<file path="src/rtl/riscv_div_unit_pkg.sv">
// Shared types and constants for the RV32M iterative divider.
package riscv_div_unit_pkg;

    localparam int unsigned XLEN       = 32;
    localparam int unsigned ITER_CNT_W = $clog2(XLEN) + 1;
    localparam int unsigned DIV_ITERS  = 32;

    typedef enum logic [1:0] {
        DT_DIV  = 2'b00,
        DT_DIVU = 2'b01,
        DT_REM  = 2'b10,
        DT_REMU = 2'b11
    } div_type_e;

    typedef enum logic [1:0] {
        DIV_IDLE = 2'b00,
        DIV_CALC = 2'b01,
        DIV_FIX  = 2'b10
    } div_state_e;

    function automatic logic is_signed_op(input div_type_e t);
        return ~t[0];
    endfunction

    function automatic logic is_rem_op(input div_type_e t);
        return t[1];
    endfunction

endpackage

</file>
<file path="src/rtl/riscv_div_unit_div_step.sv">
// One radix-2 restoring division step: shift {rem,quo} left, subtract divisor if it fits.
module riscv_div_unit_div_step
    import riscv_div_unit_pkg::*;
(
    input  logic [XLEN-1:0] rem_in,
    input  logic [XLEN-1:0] quo_in,
    input  logic [XLEN-1:0] divisor,
    output logic [XLEN-1:0] rem_out,
    output logic [XLEN-1:0] quo_out
);

    logic [XLEN:0] rem_shift_c;

    always_comb begin
        rem_shift_c = {rem_in, quo_in[XLEN-1]};
        if (rem_shift_c >= {1'b0, divisor}) begin
            rem_out = XLEN'(rem_shift_c - {1'b0, divisor});
            quo_out = {quo_in[XLEN-2:0], 1'b1};
        end else begin
            rem_out = rem_shift_c[XLEN-1:0];
            quo_out = {quo_in[XLEN-2:0], 1'b0};
        end
    end

endmodule

</file>
<file path="src/rtl/riscv_div_unit.sv">
// RV32M DIV/DIVU/REM/REMU multi-cycle restoring divider.
// Optional macro DIV_EARLY_OUT_EN: divide-by-zero and signed overflow skip the CALC phase.
module riscv_div_unit
    import riscv_div_unit_pkg::*;
(
    input  logic            clk,
    input  logic            rst,
    input  logic            start,
    input  logic            flush,
    input  logic [1:0]      DivType,
    input  logic [XLEN-1:0] Operand1,
    input  logic [XLEN-1:0] Operand2,
    output logic            busy,
    output logic            done,
    output logic [XLEN-1:0] DivOut
);

    div_state_e            state_q, state_d;
    div_type_e             type_q;
    logic [ITER_CNT_W-1:0] iter_q;
    logic [XLEN-1:0]       rem_q, quo_q, divisor_q, dividend_q;
    logic                  neg_q, dneg_q, zero_q, ovf_q;

    logic                  accept_c, fix_fire_c, early_c;
    logic                  signed_c, op1_neg_c, op2_neg_c, zero_c, ovf_c;
    logic [XLEN-1:0]       abs1_c, abs2_c;
    logic [XLEN-1:0]       step_rem_c, step_quo_c;
    logic [XLEN-1:0]       quo_res_c, rem_res_c, result_c;

    // Operand conditioning at accept time
    always_comb begin
        signed_c  = is_signed_op(div_type_e'(DivType));
        op1_neg_c = signed_c & Operand1[XLEN-1];
        op2_neg_c = signed_c & Operand2[XLEN-1];
        abs1_c    = op1_neg_c ? -Operand1 : Operand1;
        abs2_c    = op2_neg_c ? -Operand2 : Operand2;
        zero_c    = (Operand2 == '0);
        ovf_c     = signed_c && (Operand1 == {1'b1, {(XLEN-1){1'b0}}}) && (Operand2 == '1);
`ifdef DIV_EARLY_OUT_EN
        early_c   = zero_c | ovf_c;
`else
        early_c   = 1'b0;
`endif
    end

    riscv_div_unit_div_step u_step (
        .rem_in  (rem_q),
        .quo_in  (quo_q),
        .divisor (divisor_q),
        .rem_out (step_rem_c),
        .quo_out (step_quo_c)
    );

    always_ff @(posedge clk or posedge rst) begin
        if (rst) state_q <= DIV_IDLE;
        else     state_q <= state_d;
    end

    // Next-state and control; busy also covers the done cycle, so IDLE ignores start then
    always_comb begin
        state_d    = state_q;
        accept_c   = 1'b0;
        fix_fire_c = 1'b0;
        case (state_q)
            DIV_IDLE: begin
                if (start && !flush && !busy) begin
                    accept_c = 1'b1;
                    state_d  = early_c ? DIV_FIX : DIV_CALC;
                end
            end
            DIV_CALC: begin
                if (flush)                                         state_d = DIV_IDLE;
                else if (iter_q == ITER_CNT_W'(DIV_ITERS - 1))     state_d = DIV_FIX;
            end
            DIV_FIX: begin
                state_d    = DIV_IDLE;
                fix_fire_c = ~flush;
            end
            default: state_d = DIV_IDLE;
        endcase
    end

    // Sign fix-up with divide-by-zero / overflow overrides
    always_comb begin
        quo_res_c = neg_q  ? -quo_q : quo_q;
        rem_res_c = dneg_q ? -rem_q : rem_q;
        if (zero_q) begin
            quo_res_c = '1;
            rem_res_c = dneg_q ? -dividend_q : dividend_q;
        end
        if (ovf_q) begin
            quo_res_c = {1'b1, {(XLEN-1){1'b0}}};
            rem_res_c = '0;
        end
        result_c = is_rem_op(type_q) ? rem_res_c : quo_res_c;
    end

    always_ff @(posedge clk or posedge rst) begin
        if (rst) begin
            type_q     <= DT_DIV;
            iter_q     <= '0;
            rem_q      <= '0;
            quo_q      <= '0;
            divisor_q  <= '0;
            dividend_q <= '0;
            neg_q      <= 1'b0;
            dneg_q     <= 1'b0;
            zero_q     <= 1'b0;
            ovf_q      <= 1'b0;
            busy       <= 1'b0;
            done       <= 1'b0;
            DivOut     <= '0;
        end else begin
            done <= 1'b0;
            if (accept_c) begin
                type_q     <= div_type_e'(DivType);
                iter_q     <= '0;
                rem_q      <= '0;
                quo_q      <= abs1_c;
                divisor_q  <= abs2_c;
                dividend_q <= abs1_c;
                neg_q      <= op1_neg_c ^ op2_neg_c;
                dneg_q     <= op1_neg_c;
                zero_q     <= zero_c;
                ovf_q      <= ovf_c;
                busy       <= 1'b1;
            end else if (flush || done) begin
                busy <= 1'b0;
            end
            if (state_q == DIV_CALC) begin
                rem_q  <= step_rem_c;
                quo_q  <= step_quo_c;
                iter_q <= iter_q + ITER_CNT_W'(1);
            end
            if (fix_fire_c) begin
                DivOut <= result_c;
                done   <= 1'b1;
            end
        end
    end

endmodule

</file>
<file path="config.mk">
export PLATFORM = sky130hd
export DESIGN_NAME = riscv_div_unit
export DESIGN_NICKNAME = d
export VERILOG_FILES = /design/src/rtl/riscv_div_unit_pkg.sv /design/src/rtl/riscv_div_unit_div_step.sv /design/src/rtl/riscv_div_unit.sv
export SDC_FILE = /design/constraint.sdc
export NUM_CORES = 1
export LEC_CHECK = 0
export CAP_MARGIN = 5
export CORE_UTILIZATION = 43
export DETAILED_ROUTE_END_ITERATION = 10
export PLACE_DENSITY = 0.63
export SLEW_MARGIN = 20
export SYNTH_ARGS = -nofsm -noshare
export SYNTH_HDL_FRONTEND = slang
export SYNTH_SLANG_ARGS = --single-unit
</file>
<file path="constraint.sdc">
create_clock -name clk -period 7.1 [get_ports clk]
set_clock_uncertainty 0.2 [all_clocks]
set_input_delay 1.42 -clock clk [delete_from_list [all_inputs] [get_ports clk]]
set_output_delay 1.42 -clock clk [all_outputs]
set_load 0.02 [all_outputs]
</file>
Word level (Yosys, flattened, before mapping)
Index checks and enable logic that the tools add are counted.
{"block": "word_totals", "ff_bits": 176, "inputBits": 70, "output_inout_bits": 34, "wordCells": 74}
{"block": "op_classes", "n_addsub": 7, "magnitude_cmp": 1, "n_eq_ne": 7, "muxes": 28, "bitwise_logic": 5, "n_reduce_logical": 12}
{"operator": "2-to-1 mux 32 bit", "count": 15}
{"operator": "negator 32 bit", "count": 5}
{"operator": "== test 32 bit (second input constant)", "count": 2}
{"operator": ">= comparator 33 x 32 -> 1 bit", "count": 1}
{"operator": "logical NOT 32 bit", "count": 1}
{"operator": "subtractor 32 bit", "count": 1}
{"operator": "2-to-1 mux 6 bit", "count": 2}
{"operator": "2-to-1 mux 1 bit", "count": 7}
{"operator": "adder 6 x 1 -> 6 bit (second input constant)", "count": 1}
{"operator": "== test 6 x 5 -> 1 bit (second input constant)", "count": 1}
{"operator": "2-to-1 mux 2 bit", "count": 3}
{"operator": "logical AND 1 bit", "count": 4}
{"operator": "one-hot mux 2 bit (2 select lines)", "count": 1}
{"operator": "nonzero test 2 bit", "count": 2}
{"operator": "!= test 3 bit (second input constant)", "count": 1}
{"operator": "AND 1 bit", "count": 2}
{"operator": "== test 2 x 1 -> 1 bit (second input constant)", "count": 1}
{"operator": "== test 2 bit (second input constant)", "count": 1}
{"operator": "logical NOT 1 bit", "count": 2}
{"operator": "logical NOT 2 bit", "count": 1}
{"operator": "!= test 2 bit (second input constant)", "count": 1}
{"operator": "inverter 1 bit", "count": 2}
{"operator": "AND reduction 2 bit", "count": 1}
{"operator": "logical OR 1 bit", "count": 1}
{"operator": "bitwise XOR 1 bit", "count": 1}

Depth between registers and ports, before layout
Gate-level depths: netlist of run 1.
{"block": "depth", "ltp_word": 7, "mapped_depth": 12, "ltp_nobuf": 12}

Hierarchy
Synthesis of run 1 repeated with hierarchy kept, for this count alone.
{"block": "hier_totals", "hier_cells": 1628, "hier_area_um2": 13412.9}
{"mod": "riscv_div_unit", "instances": 1, "cells_each": 1274, "area_each_um2": 10849.2, "seq_area_each_um2": 4379.2}
{"mod": "riscv_div_unit_div_step", "instances": 1, "cells_each": 354, "area_each_um2": 2563.7, "seq_area_each_um2": 0.0}

Worst setup path after synthesis of run 1
Ideal clock, no wire load.
{"block": "synth_timing", "path_kind": "input-to-reg", "startpoint": "in Operand1[10]", "endpoint": "reg quo_q[27]", "setup_time_ns": 0.126, "arrival_ns": 3.476, "required_ns": 6.774, "slack_ns": 3.298, "path_stages": 8, "n_path_buf": 0, "path_cell_list": "or4_1 > or3_1 > nor3_2 > nand2_1 > o31a_1 > xnor2_1 > nor2_1 > a221o_1"}
{"block": "synth_via", "elab_chain_len": 4}
{"item": "start: declaration", "line_no": "riscv_div_unit.sv:11", "text": "input logic [XLEN-1:0] Operand1,"}
{"item": "negator 32 bit", "line_no": "riscv_div_unit.sv:35", "text": "abs1_c = op1_neg_c ? -Operand1 : Operand1;"}
{"item": "2-to-1 mux 32 bit", "line_no": "riscv_div_unit.sv:35"}
{"item": "2-to-1 mux 32 bit", "line_no": "riscv_div_unit.sv:115", "text": "if (accept_c) begin"}
{"item": "2-to-1 mux 32 bit", "line_no": "riscv_div_unit.sv:130", "text": "if (state_q == DIV_CALC) begin"}
{"item": "end signal: assignment", "line_no": "riscv_div_unit.sv:119", "text": "quo_q <= abs1_c;"}
{"item": "end signal: assignment", "line_no": "riscv_div_unit.sv:132", "text": "quo_q <= step_quo_c;"}
{"item": "end: declaration", "line_no": "riscv_div_unit.sv:21", "text": "logic [XLEN-1:0] rem_q, quo_q, divisor_q, dividend_q;"}
No other way between the ends. The select of a mux whose other input is x is not followed.
A chain may end at the register's enable or synchronous reset.

Final worst setup path of run 1
{"block": "layout_timing", "startpoint": "reg quo_q[31]", "endpoint": "reg rem_q[28]"}
{"block": "layout_via", "elab_chain_len": 3, "word_cells_on_any_way": 4, "classes_between": "add/sub: 1; order compare: 1; mux: 2"}
{"item": "subtractor 32 bit / >= comparator 33 x 32 -> 1 bit (equally long branches)", "line_no": "riscv_div_unit_div_step.sv:17, riscv_div_unit_div_step.sv:16"}
{"item": "2-to-1 mux 32 bit *", "line_no": "riscv_div_unit_div_step.sv:16", "text": "if (rem_shift_c >= {1'b0, divisor}) begin"}
{"item": "2-to-1 mux 32 bit *", "line_no": "riscv_div_unit.sv:130"}
{"item": "end signal: assignment", "line_no": "riscv_div_unit.sv:131", "text": "rem_q <= step_rem_c;"}
{"item": "end: declaration", "line_no": "riscv_div_unit.sv:21"}
Mark *: on every way between the ends. The rest lies on a longest branch, timed or not.

==> flow_summary.json, run 1 <==
{
  "final-hold-violation-count": 0,
  "grt_pass1_wl_um": 62900,
  "syn_to_final_growth_pct": 14.1,
  "tns_ps": 0,
  "drt_iter0_markers": 1346,
  "pwr-share-seq_pct": 31.8,
  "wl_per_cell_um": 20.2,
  "synth_nets": 1658,
  "antenna_cells": 0,
  "synthArstFlopShare_pct": 100,
  "grtUsageTotal_pct": 26.5,
  "drt-total-wl_um": 40000,
  "startpoint": "quo_q[31]",
  "reg2reg_from": "quo_q[31]",
  "ios": 104,
  "leakage_nw": 5.92,
  "synthCells": 1548,
  "first_global_vias": 10900,
  "yosysUniqueCellTypes": 77,
  "ys_warn_count": 0,
  "worstSetupPathType": "reg2reg",
  "post-route-min-period_ps": 4320,
  "vdd_drop_max_uv": 188,
  "cts_root_buf": "clkbuf_16",
  "clk_latency_ps": 450,
  "placed_cell_area_mm2": 0.0140,
  "fin_crit_sh_pct": 60.8,
  "synth-edff-count": 0,
  "drive_above_1_share_pct": 4.82,
  "slew_viol_final": 0,
  "synth_top_area_share_pct": 34.2,
  "initial_core_util_pct": 44.2,
  "dieWidth_um": 175,
  "layout_commonest_cell": "dfrtp_1",
  "dpl.hpwl_um": 30000,
  "remaining_drc_errors": 0,
  "critPathArrivalTime_ps": 4450,
  "placedCellCount": 1949,
  "synth_seq_area_share_pct": 34.2,
  "pwr-share-comb_pct": 51.4,
  "die_area_mm2": 0.0305,
  "crit_fanout": 5,
  "rows": 62,
  "antenna_found_initial": 0,
  "grt_setup_unrepaired": "no",
  "die_y_um": 175,
  "max_freq_ghz": 0.231,
  "power_density_mw_per_mm2": 388,
  "crit_required_ps": 7230,
  "cap_violations": 0,
  "port_buffers": 103,
  "place_congestion": 0.946,
  "antenna_left": 0,
  "grtUsageMet3_pct": 4.03,
  "synth-seq-cells": 175,
  "cts_tree": "built",
  "clock_power_share_pct": 16.8,
  "synthTopCellsByArea": "dfrtp_1 (34%), xnor2_1 (6.5%), o21ai_0 (5.6%)",
  "rr_worst_depth": 12,
  "final_cells": 1981,
  "finalSetupViolCount": 0,
  "synth.avg_cell_area_um2": 8.28,
  "clockBufferDepth": 2,
  "via_count": 12000,
  "yosysTopAreaCell": "dfrtp_1",
  "hold_ws_ps": 274,
  "cts_sinks": 175,
  "p_sw_mw": 2.69,
  "fill_cells": 2815,
  "grt_max_degree": 96,
  "stdcell_area_mm2": 0.0146,
  "reg2reg_to": "rem_q[28]",
  "critPathCapture": "rem_q[28]",
  "worstMarginPinSlew_ps": 1110,
  "postCtsHoldBufs": 0,
  "internal_power_mw": 2.98,
  "status": "finished clean",
  "most-common-layout-cells": "dfrtp_1 (174), nand2_1 (173), o21ai_0 (144), clkdlybuf4s50_1 (103)",
  "nNetsFinal": 1694,
  "start_kind": "register",
  "power.share.switching_pct": 47.5,
  "grt-ovfl-total": 0,
  "cts_setup_buffers": 0,
  "hp-class": "reg2reg",
  "top_usage_layer": "met1",
  "htreeDepth": 4,
  "synth_area_mm2": 0.0128,
  "r2r_slack_ps": 2780,
  "core_area_mm2": 0.0290,
  "viasPerCell": 6.05,
  "worstSetupEndpointType": "register",
  "use_met2_pct": 37.5,
  "numCtsBuffers": 17,
  "grtUsageMet1_pct": 41.4,
  "cts.reportedPaths.clkPinSlew_ps": 70,
  "ys.flop_type": "dfrtp_1",
  "slew_headroom_pct": 26.1,
  "cts_resized": 0,
  "drt_pre_antenna_iters": 8
}
-- final cells by class --
cell class / count / area (um^2) / share of cell area, %
clock buffer: 18 / 439 / 3.00
clock inverter: 14 / 144 / 0.984
inverter: 61 / 234 / 1.60
multi-input combinational: 1214 / 7820 / 53.5
sequential: 175 / 4380 / 30.0
tap: 384 / 480 / 3.29
timing repair buffer: 115 / 1120 / 7.67
-- state kept, by name, summed over array words and instances, names as in the netlist --
register / flops
quo_q: 32
iter_q: 6
divisor_q: 32
zero_q: 1
rem_q: 32
DivOut: 32
done: 1
busy: 1
type_q: 1
neg_q: 1
dneg_q: 1
ovf_q: 1
dividend_q: 32
state_q: 2
-- through the flow --
step / total power [mW] / worst slack [ps] / util [%]
finish: 5.67 / 2780 / 50.4
global route: 6.05 / 2510 / 50.4
CTS: 5.62 / 2820 / 50.4
detailed placement: 4.65 / 2490 / 48.4
global placement: 4.61 / 2590 / 48.4
floorplan: 3.78 / 735 / -
-- power by group through the flow --
stage          Combinational (mW)  Clock (mW)  Sequential [mW]
5_1_grt                      3.20        1.01             1.84
3_5_place_dp                 2.85           0             1.80
6_report                     2.91       0.955             1.80
4_1_cts                      2.87       0.972             1.78
2_1_floorplan                2.19           0             1.58
3_3_place_gp                 2.82           0             1.79
-- cells by family after synthesis --
| logic type | Yosys count | share of synthesized area [%] |
|---|---|---|
| buf+inv | 159 | 5.07 |
| flops | 175 | 34.2 |
| mux | 4 | 0.420 |
| simple gates | 506 | 19.3 |
| fa+ha+maj | 40 | 3.96 |
| compound gates | 494 | 25.5 |
| xor+xnor | 170 | 11.6 |
-- worst min-delay path by stage --
stage / endpoint / startpoint / slack, ps / cells past startpoint
5_1_grt: DivOut[17] / DivOut[17] / 300 / 2
4_1_cts: DivOut[20] / DivOut[20] / 280 / 2
3_3_place_gp: DivOut[20] / DivOut[20] / 260 / 2
6_report: DivOut[29] / DivOut[29] / 270 / 2
2_1_floorplan: iter_q[5] / iter_q[5] / 250 / 1
3_5_place_dp: DivOut[20] / DivOut[20] / 260 / 2
-- routing by layer --
| layer | part of all wire [%] | wire length (um) | vias up |
|---|---|---|---|
| li1 | - | - | 5720 |
| met1 | 49 | 19700 | 5774 |
| met2 | 42 | 16800 | 441 |
| met3 | 6.9 | 2770 | 44 |
| met4 | 1.8 | 707 | 0 |
| met5 | 0 | 0 | - |
-- synthesized netlist by cell type, types with 4 or more instances --
cell / count
nand3_1: 44
inv_1: 61
a21oi_1: 95
nand3b_1: 6
o21ai_0: 144
or2_2: 7
o21a_1: 18
a211o_1: 4
buf_1: 11
a21o_1: 35
nand2b_1: 14
o211ai_1: 20
o41ai_1: 25
and3_1: 9
or4_1: 17
nand4_1: 34
nand2_1: 173
clkbuf_1: 80
dfrtp_1: 175
xnor2_1: 95
o31ai_1: 53
nor2_1: 94
a221oi_1: 4
o2111ai_1: 4
a211oi_1: 8
nor3_1: 41
nor4_1: 13
a31oi_1: 6
a41oi_1: 6
ha_1: 39
xor2_1: 75
o21bai_1: 4
nor2b_1: 8
or3_1: 26
a22o_1: 9
a221o_1: 20
o221ai_1: 9
-- worst max-delay path, cell delays in order, from the launching register on --
cell       delay [ps]
dfrtp_1           390
inv_1             140
ha_1              200
inv_1              60
fa_1              420
a21o_1            210
a221oi_1          650
o2111ai_1         370
a2111oi_0         860
o31ai_1           150
a21oi_1           210
xnor2_1            90
a31o_2            250
Power figures use the tool's default switching activity.
==> inputs of run 2 (changes only) <==
==> constraint.sdc (replaced) <==
create_clock -name clk -period 4.4 [get_ports clk]
set_clock_uncertainty 0.2 [all_clocks]
set_input_delay 0.88 -clock clk [delete_from_list [all_inputs] [get_ports clk]]
set_output_delay 0.88 -clock clk [all_outputs]
set_load 0.02 [all_outputs]
==> flow_summary.json, run 2 (synthesized netlist as in run 1, its figures left out) <==
{
  "die_area_mm2": 0.0305,
  "worstMarginPinSlew_ps": 924,
  "layout_commonest_cell": "dfrtp_1",
  "fin_crit_sh_pct": 86.8,
  "max_freq_ghz": 0.262,
  "first_global_vias": 11100,
  "die_y_um": 175,
  "cts.reportedPaths.clkPinSlew_ps": 70,
  "crit_required_ps": 4540,
  "antenna_cells": 0,
  "slew_headroom_pct": 38.4,
  "drive_above_1_share_pct": 5.94,
  "finalSetupViolCount": 0,
  "nNetsFinal": 1714,
  "rows": 62,
  "holdPathEnd": "DivOut[17]",
  "critPathArrivalTime_ps": 3960,
  "cts_sinks": 175,
  "cts_root_buf": "clkbuf_16",
  "rr_worst_depth": 14,
  "via_count": 12000,
  "leakage_nw": 6.03,
  "reg2reg_from": "quo_q[31]",
  "pwr-share-seq_pct": 30.6,
  "grt_setup_unrepaired": "no",
  "hp-class": "reg2reg",
  "vdd_drop_max_uv": 288,
  "drt-total-wl_um": 40200,
  "clockBufferDepth": 2,
  "most-common-layout-cells": "dfrtp_1 (175), nand2_1 (173), o21ai_0 (144), clkdlybuf4s50_1 (103)",
  "hold_depth": 2,
  "wl_per_cell_um": 20.1,
  "dieWidth_um": 175,
  "ios": 104,
  "grt_max_degree": 130,
  "internal_power_mw": 4.90,
  "final-hold-violation-count": 0,
  "hold_ws_ps": 276,
  "drt_pre_antenna_iters": 8,
  "drt_iter0_markers": 1211,
  "tns_ps": 0,
  "status": "finished clean",
  "cap_violations": 0,
  "port_buffers": 103,
  "start_kind": "register",
  "htreeDepth": 4,
  "worstSetupEndpointType": "register",
  "place_congestion": 0.944,
  "dpl.hpwl_um": 30600,
  "viasPerCell": 6.01,
  "cts_resized": 0,
  "pwr-share-comb_pct": 52.3,
  "worstSetupPathType": "reg2reg",
  "crit_fanout": 5,
  "reg2reg_to": "rem_q[26]",
  "power.share.switching_pct": 47.3,
  "clock_power_share_pct": 17.1,
  "p_sw_mw": 4.40,
  "grtUsageTotal_pct": 26.7,
  "r2r_slack_ps": 580,
  "hp-start": "DivOut[17]",
  "initial_core_util_pct": 44.2,
  "grt_pass1_wl_um": 63600,
  "post-route-min-period_ps": 3820,
  "remaining_drc_errors": 0,
  "grt-ovfl-total": 0,
  "cts_setup_buffers": 0,
  "postCtsHoldBufs": 0,
  "slew_viol_final": 0,
  "clk_latency_ps": 450,
  "core_area_mm2": 0.0290,
  "antenna_found_initial": 0,
  "numCtsBuffers": 17,
  "syn_to_final_growth_pct": 15.5,
  "antenna_left": 0,
  "cts_tree": "built",
  "power_density_mw_per_mm2": 628
}
## run 2: changes by cell type in the layout (fill, tap and decap cells not counted), sizes merged
cell,change
inv,-3
clkinv,+1
buf,+20
clkinvlp,+2
## run 2: worst max-delay path, cell delays in order, from the launching register on
cell	delay, ps
dfrtp_1	380
inv_1	140
ha_1	190
inv_1	50
fa_1	420
a21o_1	210
a221oi_1	320
buf_4	210
o2111ai_1	280
a2111oi_0	490
buf_4	200
nor2_1	50
xnor2_1	200
a211oi_1	80
a311o_1	300
## run 2: final cells by class
class / count / area (um^2)
Sequential cell: 175 / 4380
Multi-Input combinational cell: 1214 / 7820
Fill cell: 2807 / 14200
Clock buffer: 18 / 439
Timing Repair Buffer: 135 / 1280
Inverter: 61 / 233
Clock inverter: 14 / 168
Tap cell: 384 / 480
## run 2: worst max path at each step
stage,from,cells after the start,slack [ps],to
final,quo_q[31],14,580,rem_q[26]
after global routing,rem_q[9],10,380,rem_q[18]
after CTS,quo_q[31],14,650,rem_q[26]
after detailed placement,Operand2[8],9,370,divisor_q[30]
after global placement,Operand2[8],9,470,divisor_q[28]
after floorplan,quo_q[31],12,980,rem_q[28]
## run 2: routing by layer
| metal | share of wire, % | track usage [%] | wire length, um |
|---|---|---|---|
| met5 | 0 | 0 | 0 |
| met4 | 2.5 | 9.06 | 1010 |
| met3 | 8.5 | 5.77 | 3430 |
| met2 | 40 | 36.6 | 16200 |
| met1 | 49 | 40.9 | 19600 |
## run 2: stage by stage
stage	total power, mW	std cells	cell area [um^2]	utilization (%)	worst slack [ps]
6_report	9.30	2001	14800	51.0	581
2_1_floorplan	6.09	1548	12800	-	979
3_3_place_gp	7.55	1969	14200	48.9	466
5_1_grt	9.93	2001	14800	51.0	381
3_5_place_dp	7.62	1969	14200	48.9	372
4_1_cts	9.22	2001	14800	51.0	651
## run 2: power by group through the flow
stage	combinational [mW]	sequential, mW	clock (mW)
2_1_floorplan	3.54	2.55	0
3_3_place_gp	4.73	2.82	0
3_5_place_dp	4.78	2.84	0
4_1_cts	4.79	2.81	1.61
5_1_grt	5.34	2.91	1.68
6_report	4.86	2.85	1.59
==> inputs of run 3 (changes only) <==
--- a/config.mk
+++ b/config.mk
@@ -13,3 +13,4 @@
 export SYNTH_ARGS = -nofsm -noshare
 export SYNTH_HDL_FRONTEND = slang
 export SYNTH_SLANG_ARGS = --single-unit
+export TNS_END_PERCENT = 30
==> results of run 3 <==
Same layout as run 2: the final DEF is identical, and so are final timing and power.
==> RTL change: new RTL, settings of run 3 <==
Add a define of `DIV_EARLY_OUT_EN`.
--- a/src/rtl/riscv_div_unit.sv
+++ b/src/rtl/riscv_div_unit.sv
@@ -1,4 +1,6 @@
 // RV32M DIV/DIVU/REM/REMU multi-cycle restoring divider.
 // Optional macro DIV_EARLY_OUT_EN: divide-by-zero and signed overflow skip the CALC phase.
+`define DIV_EARLY_OUT_EN
+
 module riscv_div_unit
     import riscv_div_unit_pkg::*;
Formal check against the unedited RTL: not equivalent (Yosys sat finds a counterexample within 4 cycles, from zero or initial values and one cycle with rst high).
==> RTL change against run 3 <==
- global-route usage decreased by 0.36 points
- critical path depth decreased by 4
- total power decreased by 7.8%
- synthesized area decreased by 0.83%
- worst setup slack improved by 0.17 ns
- wire length decreased by 2.4%
- sequential power decreased by 3%
- cell area decreased by 0.95%
- sequential cell count unchanged
- highest routed layer unchanged
==> RTL change: results (changes against run 3) <==
Post-synthesis sequential area ratio - 0.3445 (was 0.3416)
Via count - 11790 (was 12020)
Comb pwr share - 0.499 (was 0.523)
R2R depth - 10 (was 14)
Yosys top cell by area - dfrtp_1 (unchanged)
Routed WL - 39240 um (was 40190 um)
GPL Wtd Cong - 0.9088 (was 0.9435)
Routed wire per std cell - 19.79 um (was 20.08 um)
CP max-delay cell - o311ai_0 (was a2111oi_0)
CTS-repair resized insts - 0 (unchanged)
RR Endpoint - rem_q[0] (was rem_q[26])
Total grt overflow - 0 (unchanged)
Clock root buffer - clkbuf_16 (unchanged)
Num CTS Buffers - 17 (unchanged)
Yosys cell types - 70 (was 77)
Status - finished, final reports clean (unchanged)
Share of synthesized registers carrying an async set or reset - 1.000 (unchanged)
First-pass GRT wire length - 62660 um (was 63580 um)
Setup crit start - rem_q[5] (was quo_q[31])
Largest fanout on the critical path - 16 (was 5)
Initial drt markers - 812 (was 1211)
Vias in the first global route - 11080 (was 11120)
Antenna violations before repair - 0 (unchanged)
CTS max path bufs - 2 (unchanged)
Critical Path Max Stage Delay - 0.66 ns (was 0.49 ns)
Crit path arrival time - 3.78 ns (was 3.96 ns)
Hold Startpoint - done (was DivOut[17])
P_sw - 3.944 mW (was 4.404 mW)
Hold endpoint - busy (was DivOut[17])
DP Cell Count - 1951 (was 1969)
DP Worst Slack - 0.5154 ns (was 0.3719 ns)
Final setup viols - 0 (unchanged)
Final nets - 1696 (was 1714)
Synth area leaders - dfrtp_1, o21ai_0, xor2_1, nand2_1, xnor2_1 (was dfrtp_1, xnor2_1, o21ai_0, xor2_1, nand2_1)
Delay-heaviest family, CP - compound AO/OA/AOI/OAI gates (unchanged)
Worst Tran Pin Value - 1.059 ns (was 0.9240 ns)
Hold Crit Depth - 1 (was 2)
Worst VDD drop - 0.3046 mV (was 0.2879 mV)
Largest net degree at the start of global routing - 124 (was 130)
Placed inst area - 14080 um2 (was 14200 um2)
Layout cell share with drive strength beyond 1 - 0.04941 (was 0.05937)
Mapped Nets - 1644 (was 1658)
Synth Instances - 1534 (was 1548)
Post-synth top cells - nand2_1, o21ai_0, dfrtp_1 (was dfrtp_1, nand2_1, o21ai_0)
Pint - 4.633 mW (was 4.899 mW)
LEAKAGE - 6.090 nW (was 6.028 nW)
Dpl hpwl - 29510 um (was 30620 um)
DRT Pass-1 Iters - 5 (was 8)
Worst min-delay path class - register to register (unchanged)
Min Hold Slack - 0.2718 ns (was 0.2762 ns)
F_max - 273.9 MHz (was 261.8 MHz)
Overall global routing resource usage - 0.2639 (was 0.2674)
R2R setup slack - 0.75 ns (was 0.58 ns)
Clk power - 1.53 mW (was 1.59 mW)
## RTL change: cell count changes after synthesis, sizes merged, moves of 18 or more
cell   before  now
o21ai     145  187
nand3      44   21
xnor2      95   74
xor2       75   99
mux2i       2   20
## RTL change: per-layer routing
metal  vias to the layer above  wire length (um)  global-route usage
li1                       5650                 -                   -
met2                       393             16940              0.3958
met4                         0               699             0.06469
met3                        49              2117             0.03412
met1                      5701             19480              0.3992
met5                         -                 0                   0
## RTL change: final cells by class
cell class / count / area [um2]
clock buffers: 21 / 460.4
clock inverters: 11 / 122.6
fillers: 2783 / 14190
inverters: 61 / 232.7
multi-input cells: 1206 / 7767
flip-flops and latches: 175 / 4380
well taps: 384 / 480.5
repair buffers: 125 / 1221
## RTL change: cell families after synthesis
kind of cell / count (synthesis) / share of synthesized area
compound gates: 502 / 0.2530
fa+ha+maj: 40 / 0.03996
xor+xnor: 173 / 0.1192
simple gates: 469 / 0.1783
mux: 22 / 0.01870
buf+inv: 153 / 0.04636
flops: 175 / 0.3445
